### src/rtl/gpu_pkg.sv
// Types and defaults shared by the warp scheduler and its arbiter.
package gpu_pkg;

  typedef enum logic [2:0] {
    IDLE,
    SELECT,
    FETCH,
    ISSUE,
    DONE
  } sched_state_t;

  typedef enum logic [1:0] {
    READY,
    WAITING,
    FINISHED
  } warp_state_t;

  localparam int DEFAULT_PC_BITS = 8;

endpackage : gpu_pkg

### src/rtl/rr_arbiter.sv
// Combinational rotate-priority arbiter: grants the first requester found
// starting one position after ptr, wrapping modulo N.
module rr_arbiter #(
  parameter  int N = 4,
  localparam int W = $clog2(N)
) (
  input  logic [N-1:0] req,
  input  logic [W-1:0] ptr,
  output logic         grant_valid,
  output logic [W-1:0] grant_id
);

  logic [W-1:0] idx;

  always_comb begin
    grant_valid = 1'b0;
    grant_id    = '0;
    idx         = '0;
    for (int i = 1; i <= N; i++) begin
      idx = W'((int'(ptr) + i) % N);
      if (!grant_valid && req[idx]) begin
        grant_valid = 1'b1;
        grant_id    = idx;
      end
    end
  end

endmodule : rr_arbiter

### src/rtl/warp_scheduler.sv
// Per-core warp scheduler: round-robin selects a READY warp, fetches and issues
// its instruction, and parks warps on memory ops until the LSU reports completion.
module warp_scheduler
  import gpu_pkg::*;
#(
  parameter  int MAX_WARPS        = 4,
  parameter  int THREADS_PER_WARP = 4,
  parameter  int PC_BITS          = DEFAULT_PC_BITS,
  localparam int WID_BITS         = $clog2(MAX_WARPS)
) (
  input  logic                        clk,
  input  logic                        reset_n,
  input  logic                        start,
  input  logic [7:0]                  thread_count,
  output logic                        fetch_req,
  output logic [PC_BITS-1:0]          fetch_pc,
  input  logic                        instr_ready,
  output logic                        issue_valid,
  output logic [WID_BITS-1:0]         issue_warp,
  output logic [THREADS_PER_WARP-1:0] issue_mask,
  input  logic                        decoded_ret,
  input  logic                        decoded_mem,
  input  logic [PC_BITS-1:0]          next_pc,
  input  logic                        mem_done_valid,
  input  logic [WID_BITS-1:0]         mem_done_warp,
  output logic                        done
);

  localparam int NW_BITS = WID_BITS + 1;

  sched_state_t        state_q, state_d;
  logic [WID_BITS-1:0] issue_warp_q, issue_warp_d;
  logic [WID_BITS-1:0] rr_ptr_q, rr_ptr_d;
  logic [7:0]          thread_count_q, thread_count_d;
  logic [NW_BITS-1:0]  num_warps_q, num_warps_d;
  logic [PC_BITS-1:0]  pc_q [MAX_WARPS];
  logic [PC_BITS-1:0]  pc_d [MAX_WARPS];
  warp_state_t         warp_state_q [MAX_WARPS];
  warp_state_t         warp_state_d [MAX_WARPS];

  logic [MAX_WARPS-1:0] ready_vec;
  logic                 any_waiting;
  logic                 grant_valid;
  logic [WID_BITS-1:0]  grant_id;
  logic [8:0]           tc_round;
  logic [8:0]           nw_raw;
  logic [NW_BITS-1:0]   nw_sat;
  logic                 mem_done_ok;

  always_comb begin
    ready_vec   = '0;
    any_waiting = 1'b0;
    for (int w = 0; w < MAX_WARPS; w++) begin
      ready_vec[w] = (warp_state_q[w] == READY);
      if (warp_state_q[w] == WAITING) any_waiting = 1'b1;
    end
  end

  rr_arbiter #(.N(MAX_WARPS)) u_arb (
    .req         (ready_vec),
    .ptr         (rr_ptr_q),
    .grant_valid (grant_valid),
    .grant_id    (grant_id)
  );

  // Warp count rounds up and is formed in 9 bits so thread_count near 255 cannot wrap.
  assign tc_round = {1'b0, thread_count} + 9'(THREADS_PER_WARP - 1);
  assign nw_raw   = tc_round / 9'(THREADS_PER_WARP);
  assign nw_sat   = (nw_raw > 9'(MAX_WARPS)) ? NW_BITS'(MAX_WARPS) : nw_raw[NW_BITS-1:0];

  // Warps beyond the launched count are FINISHED, so bounding by num_warps also rejects ids past MAX_WARPS.
  assign mem_done_ok = mem_done_valid && (state_q != IDLE) &&
                       ({1'b0, mem_done_warp} < num_warps_q);

  // NOTE: every variable gets a default at the top of always_comb so no path leaves it unassigned (which would infer a latch).
  always_comb begin
    state_d        = state_q;
    issue_warp_d   = issue_warp_q;
    rr_ptr_d       = rr_ptr_q;
    thread_count_d = thread_count_q;
    num_warps_d    = num_warps_q;
    pc_d           = pc_q;
    warp_state_d   = warp_state_q;

    if (mem_done_ok && (warp_state_q[mem_done_warp] == WAITING)) begin
      warp_state_d[mem_done_warp] = READY;
    end

    unique case (state_q)
      IDLE, DONE: begin
        if (start) begin
          thread_count_d = thread_count;
          num_warps_d    = nw_sat;
          // Park the pointer on the last slot so a fresh launch issues warp 0 first.
          rr_ptr_d       = WID_BITS'(MAX_WARPS - 1);
          for (int w = 0; w < MAX_WARPS; w++) begin
            pc_d[w]         = '0;
            warp_state_d[w] = (9'(w) < nw_raw) ? READY : FINISHED;
          end
          state_d = SELECT;
        end
      end
      SELECT: begin
        // Arbitration sees registered states; a same-cycle mem_done wakes its warp one cycle later.
        if (grant_valid) begin
          issue_warp_d = grant_id;
          state_d      = FETCH;
        end else if (!any_waiting) begin
          state_d = DONE;
        end
      end
      FETCH: begin
        if (instr_ready) state_d = ISSUE;
      end
      ISSUE: begin
        rr_ptr_d = issue_warp_q;
        if (decoded_ret) begin
          warp_state_d[issue_warp_q] = FINISHED;
        end else begin
          pc_d[issue_warp_q] = next_pc;
          if (decoded_mem) warp_state_d[issue_warp_q] = WAITING;
        end
        state_d = SELECT;
      end
      default: state_d = IDLE;
    endcase
  end

  // NOTE: sequential state uses non-blocking assignments so every flop samples pre-edge values.
  always_ff @(posedge clk or negedge reset_n) begin
    if (!reset_n) begin
      state_q        <= IDLE;
      issue_warp_q   <= '0;
      rr_ptr_q       <= '0;
      thread_count_q <= '0;
      num_warps_q    <= '0;
      // NOTE: the PC and warp-state arrays are plain flops, not a RAM, so resetting them is cheap and intended.
      for (int w = 0; w < MAX_WARPS; w++) begin
        pc_q[w]         <= '0;
        warp_state_q[w] <= FINISHED;
      end
    end else begin
      state_q        <= state_d;
      issue_warp_q   <= issue_warp_d;
      rr_ptr_q       <= rr_ptr_d;
      thread_count_q <= thread_count_d;
      num_warps_q    <= num_warps_d;
      pc_q           <= pc_d;
      warp_state_q   <= warp_state_d;
    end
  end

  assign fetch_req   = (state_q == FETCH);
  assign fetch_pc    = fetch_req ? pc_q[issue_warp_q] : '0;
  assign issue_valid = (state_q == ISSUE);
  assign issue_warp  = issue_warp_q;
  assign done        = (state_q == DONE);

  always_comb begin
    issue_mask = '0;
    for (int t = 0; t < THREADS_PER_WARP; t++) begin
      issue_mask[t] = (16'(issue_warp_q) * 16'(THREADS_PER_WARP) + 16'(t)) < {8'd0, thread_count_q};
    end
  end

endmodule : warp_scheduler

### config.mk
export PLATFORM = sky130hd
export DESIGN_NAME = warp_scheduler
export DESIGN_NICKNAME = d
export VERILOG_FILES = /design/src/rtl/gpu_pkg.sv /design/src/rtl/rr_arbiter.sv /design/src/rtl/warp_scheduler.sv
export SDC_FILE = /design/constraint.sdc
export NUM_CORES = 1
export LEC_CHECK = 0
export CAP_MARGIN = 20
export CORE_MARGIN = 8
export CORE_UTILIZATION = 25
export CTS_BUF_LIST = sky130_fd_sc_hd__clkbuf_2 sky130_fd_sc_hd__clkbuf_4 sky130_fd_sc_hd__clkbuf_8
export CTS_CLUSTER_SIZE = 28
export DETAILED_ROUTE_END_ITERATION = 8
export PLACE_DENSITY_LB_ADDON = 0.25
export SKIP_LAST_GASP = 1
export SYNTH_ARGS = -nofsm -noshare
export SYNTH_HDL_FRONTEND = slang
export SYNTH_HIERARCHICAL = 1
export SYNTH_SLANG_ARGS = --single-unit
### constraint.sdc
create_clock -name clk -period 1.8 [get_ports clk]
set_clock_uncertainty 0.05 [all_clocks]
set_input_delay 0.36 -clock clk [delete_from_list [all_inputs] [get_ports clk]]
set_output_delay 0.36 -clock clk [all_outputs]
set_load 0.02 [all_outputs]
After elaboration in Yosys (flattened, before gate mapping)
Cells that the tools add are included.
- register bits after elaboration: 58
- input port bits: 25
- output and inout port bits: 17
- logic and storage cells: 140
- add/subtract/negate cells: 8
- $lt $le $gt $ge: 18
- equal/unequal tests: 13
- mux-type cells: 54
- bitwise logic cells: 10
- reduce and logical (&&, ||, !) cells: 24
- operators by type and width (operator ; count):
    two-way mux 32 bit ; 2
    two-way mux 8 bit ; 8
    one-hot mux 32 bit (2 select lines) ; 1
    bitwise mux 32 bit ; 1
    two-way mux 2 bit ; 13
    < comparator 5 x 8 -> 1 bit ; 3
    binary-select mux 8 bit (select 2 bit) ; 1
    demux 8 bit (select 2 bit) ; 1
    one-hot mux 8 bit (2 select lines) ; 1
    two-way mux 3 bit ; 5
    < comparator 1 x 7 -> 1 bit, first input constant ; 2
    < comparator 2 x 7 -> 1 bit, first input constant ; 2
    < comparator 2 x 3 -> 1 bit, second input constant ; 4
    two-way mux 1 bit ; 12
    one-hot mux 3 bit (4 select lines) ; 1
    adder 4 x 2 -> 5 bit, second input constant ; 2
    == test 2 x 1 -> 1 bit, second input constant ; 5
    adder 8 x 2 -> 9 bit, second input constant ; 1
    AND 4 bit ; 2
    AND 8 bit ; 1
    binary-select mux 1 bit (select 2 bit) ; 4
    demux 2 bit (select 2 bit) ; 2
    logical AND 1 bit ; 8
    logical NOT 2 bit ; 4
    other kinds (27) ; 41

Longest topological paths before layout
- depth after elaboration: 15
- mapped depth: 8
- depth with buffers taken out: 7

By module
Netlist, hierarchy kept.
- modules (own cells, without submodules) (module ; instances ; cells an instance ; area each (µm²)):
    warp_scheduler ; 1 ; 291 ; 3199.3
    rr_arbiter ; 1 ; 14 ; 91.3

Worst setup path after synthesis
Ideal clock, no wire load.
- path type: flip-flop to output port
- start: register issue_warp_q[0] (netlist: issue_warp[0])
- end: output port issue_mask[0]
- arrival: 2.259 ns
- required time: 1.390 ns
- slack: -0.869 ns
- stages on the path, launching flop included: 9
- cells stage by stage: dfrtp_1 > buf_6 > buf_6 > inv_1 > ha_1 > nor2b_1 > o21a_1 > o21ai_0 > a31o_2
- cells in the longest elaborated chain, start to end: 1
- RTL lines (element ; line ; RTL):
    start: declaration ; warp_scheduler.sv:32 ; logic [WID_BITS-1:0] issue_warp_q, issue_warp_d;
    start signal: assignment ; warp_scheduler.sv:144 ; issue_warp_q <= issue_warp_d;
    < comparator 4 x 8 -> 1 bit ; warp_scheduler.sv:162 ; issue_mask[t] = (16'(issue_warp_q) * 16'(THREADS_PER_WARP) + 16'(t)) < {8'd0, thread_count_q};
    end: declaration ; warp_scheduler.sv:20 ; output logic [THREADS_PER_WARP-1:0] issue_mask,
Every way passes these cells.

Worst setup path in the final report
- start: register issue_warp_q[0] (netlist: issue_warp[0])
- end: output port fetch_pc[6]
- cells in the longest elaborated chain, start to end: 5
- RTL lines (element ; line ; RTL):
    NOT 2 -> 3 bit (not written as such) ; warp_scheduler.sv:154 ; assign fetch_pc = fetch_req ? pc_q[issue_warp_q] : '0;
    binary-select mux 8 bit (select 2 bit) ; warp_scheduler.sv:154 ;
    two-way mux 8 bit (not written as such) (2 in a row) ; warp_scheduler.sv:154 ;
    two-way mux 8 bit ; warp_scheduler.sv:154 ;
    end: declaration ; warp_scheduler.sv:16 ; output logic [PC_BITS-1:0] fetch_pc,
Every way passes these cells. The select of a mux whose other input is x is not followed.

==> results.py <==
metrics = {
    "pwr": {
        "seq_power_share": 0.267,
        "power.leakage_nw": 2.02,
        "powerDensity_nw_per_um2": 1740,
        "ir_worst_vdd_mv": 0.589,
        "switching_share": 0.391,
        "clkPwrFrac": 0.149,
        "pwr-share-comb": 0.584,
        "intPower_mw": 5.18,
        "p_sw_mw": 3.32,
    },
    "timing": {
        "finalHoldViolCount": 0,
        "maxSlewViolCount": 0,
        "finalSetupViolCount": 28,
        "post-route-period-util": 1.22,
        "postLayoutSetupSlackWorst_ns": -0.389,
        "max_slew_margin": 0.728,
        "whs_ns": 0.447,
        "rsz0062_at_grt": "true",
        "worstMarginPinSlew_ns": 0.404,
        "max_freq_ghz": 0.457,
        "min_period_ns": 2.19,
    },
    "floorplan": {
        "die_w_um": 131,
        "start_util": 0.252,
        "core.rowCount": 42,
        "die-area_um2": 17100,
        "core_area_um2": 13000,
        "die_y_um": 131,
        "io_pins": 42,
    },
    "global_route": {
        "grt_use_met1": 0.160,
        "grt_usage": 0.123,
        "met3_usage": 0.0321,
        "use_met2": 0.196,
        "grt_busiest_layer": "met2",
        "grt_antenna_before_repair": 0,
        "grt_pass1_wl_um": 16100,
        "grt_max_degree": 59,
        "grt_pass1_vias": 3000,
        "globalRouteOverflowTotal": 0,
    },
    "synth": {
        "yosysWarnings": 6,
        "avgSynthCellArea_um2": 10.8,
        "synth_edf_count": 0,
        "synth_area_leaders": "dfrtp_1 41%, o2bb2ai_1 8.5%, a22oi_1 7.3%",
        "yosysSeqAreaShare": 0.443,
        "synth_top_area_cell": "dfrtp_1",
        "synth_most_common_cell": "dfrtp_1",
        "synth_area_um2": 3290,
        "ys_seq_elements": 58,
        "syn_nets": 334,
        "yosysTopAreaCellShare": 0.411,
        "netlist_instances": 305,
        "async_flop_share": 1.00,
        "yosys.cell_types.count": 55,
        "synth_common_cells": "54 x dfrtp_1, 32 x a22oi_1, 32 x o2bb2ai_1, 29 x nand2_1, 16 x nor2_1",
        "synth_ff_type": "dfrtp_1",
    },
    "worst_setup_path": {
        "cp_slowest_cell": "mux4_2",
        "reg2reg_to": "pc_q[27]",
        "crit_arrival_ns": 1.78,
        "r2r_cells": 9,
        "cp_num_buf_inv": 3,
        "slowest_delay_ns": 0.51,
        "critPathMaxFanout": 5,
        "r2r-start": "issue_warp[0]",
        "crit_family": "multiplexers",
        "startpoint_type": "flip-flop",
        "cp_cell_sequence": "buf_4, buf_12, mux4_2, nor2b_4, buf_6",
        "required_ns": 1.39,
        "crit_type": "flip-flop to output pin",
        "ff2ff_setup_slack_ns": -0.06,
        "cp-end-kind": "output pin",
    },
    "route": {
        "ant_nets": 0,
        "routedWlPerCell_um": 17.3,
        "vias": 2882,
        "vias_per_cell": 4.86,
        "drtIter0Drc": 154,
        "drc": 0,
        "dr.pass1.iters": 4,
        "wirelength_um": 10200,
    },
    "cts": {
        "cts_tree": "done",
        "clkSinkCount": 58,
        "cts-root-buf": "clkbuf_8",
        "cts_made_buffers": 9,
        "htree_levels": 3,
        "cts_buffer_depth": 2,
        "clk_latency_ns": 0.33,
        "clkTransAtPathRegs_ns": 0.07,
    },
    "run_status": {
        "violations": "setup timing",
        "status": "finished, violations left",
    },
    "placement": {
        "place_congestion": 0.779,
        "portBuffers": 41,
        "dp.cells": 568,
        "place_hpwl_um": 6810,
    },
    "final_layout": {
        "nNetsFinal": 441,
        "final_cells": 593,
        "insertedDiodeCount": 0,
        "fillers": 1357,
        "syn_to_final_growth_pct": 48.4,
        "drive_gt1_frac": 0.422,
    },
    "hold_path": {
        "min_delay_path_depth": 2,
        "hp-class": "flip-flop to flip-flop",
        "min_from": "thread_count_q[6]",
        "whs_endpoint": "thread_count_q[6]",
    },
    "run": {
        "maxCapViolCount": 0,
    },
}
-- worst max-delay path by stage --
stage / startpoint / to / slack [ns] / cells after the start
finish: issue_warp[0] / fetch_pc[6] / -0.39 / 5
global route: issue_warp[0] / fetch_pc[1] / -0.45 / 5
CTS: issue_warp[0] / fetch_pc[7] / -0.45 / 5
detailed placement: issue_warp[0] / issue_mask[0] / -0.53 / 7
global placement: issue_warp[0] / issue_mask[0] / -0.51 / 7
floorplan: issue_warp[0] / issue_mask[0] / -0.36 / 8
-- layout by cell type, fill, tap and decap left out, drive strengths merged, types with 2 or more instances in the layout --
cell,Yosys,final
nor3,2,2
nand3b,3,3
o31ai,2,2
nand3,7,7
or2,2,2
nand4,2,2
dfstp,4,4
nor2b,13,13
o21ai,5,5
clkinv,0,3
nand2b,10,10
o22ai,5,5
ha,4,4
o21a,3,3
nor4,4,4
o221ai,2,2
a21o,2,2
nor2,20,20
o311ai,3,3
o2bb2ai,32,32
clkbuf,5,15
mux4,8,8
dfrtp,54,54
o211ai,4,4
a21oi,4,4
inv,9,8
a31oi,2,2
buf,15,89
or3,2,2
a22oi,32,32
clkdlybuf4s50,0,23
nor3b,2,2
nand2,32,32
-- cells by family after synthesis --
family | count (synthesis) | synth area share
muxes | 10 | 0.0612
xor gates and xnor gates | 1 | 0.00266
and+or+nand+nor | 103 | 0.178
AOI/OAI and AO/OA | 100 | 0.245
DFF | 58 | 0.443
adders and majority gates | 4 | 0.0152
buffers and inverters | 29 | 0.0548
-- state kept, by name, indices dropped and copies added (netlist names) --
signal and flops:
warp_state_q 8, pc_q 32, state_q 3, thread_count_q 8, num_warps_q 3, rr_ptr_q 2
issue_warp 2
-- stage by stage --
| step | setup TNS, ns | power, mW | setup WS (ns) | cell area [um2] | utilization |
|---|---|---|---|---|---|
| 3_3_place_gp | -10.02 | 6.52 | -0.507 | 4400 | 0.338 |
| 4_1_cts | -4.70 | 8.25 | -0.454 | 4720 | 0.362 |
| 2_1_floorplan | -1.24 | 4.93 | -0.357 | 3390 | - |
| 6_report | -4.61 | 8.49 | -0.389 | 4880 | 0.375 |
| 5_1_grt | -6.35 | 9.05 | -0.451 | 4880 | 0.375 |
| 3_5_place_dp | -10.81 | 6.61 | -0.529 | 4400 | 0.338 |
-- power by group through the flow --
stage	registers (mW)	logic [mW]	clock network, mW
finish	2.26	4.96	1.27
global route	2.32	5.35	1.38
CTS	2.26	4.69	1.30
detailed placement	2.24	4.36	0
global placement	2.23	4.29	0
floorplan	2.21	2.72	0
-- repair_timing --
item	4_1_cts	5_1_grt
buffers inserted	2	5
resized for setup	96	38
gates cloned	1	1
setup endpoints to repair	34	41
hold endpoints to repair	46	0
pin swaps	5	20
hold buffers	1	0
-- metal layers --
layer,wire [um],vias up
met3,419,9
met2,4950,51
met1,4720,1454
met4,152,0
li1,-,1368
met5,0,-
-- worst reg2reg max path, stage by stage, from the launching register on --
cell and delay [ns]:
dfrtp_2 0.44, buf_4 0.15, buf_12 0.13, buf_4 0.13
buf_4 0.15, or2_4 0.26, nor2_4 0.13, buf_12 0.14
a22oi_2 0.05, o2bb2ai_1 0.14
-- layout make-up --
cell class	count	area, um2	share of cell area
multi-input combinational	218	1890	0.387
sequential	58	1460	0.299
inverter	9	41.3	0.00846
tap	176	220	0.0451
timing repair buffer	116	1070	0.219
clock buffer	13	166	0.0341
clock inverter	3	40.0	0.00820
(Power assumes the default switching activity.)
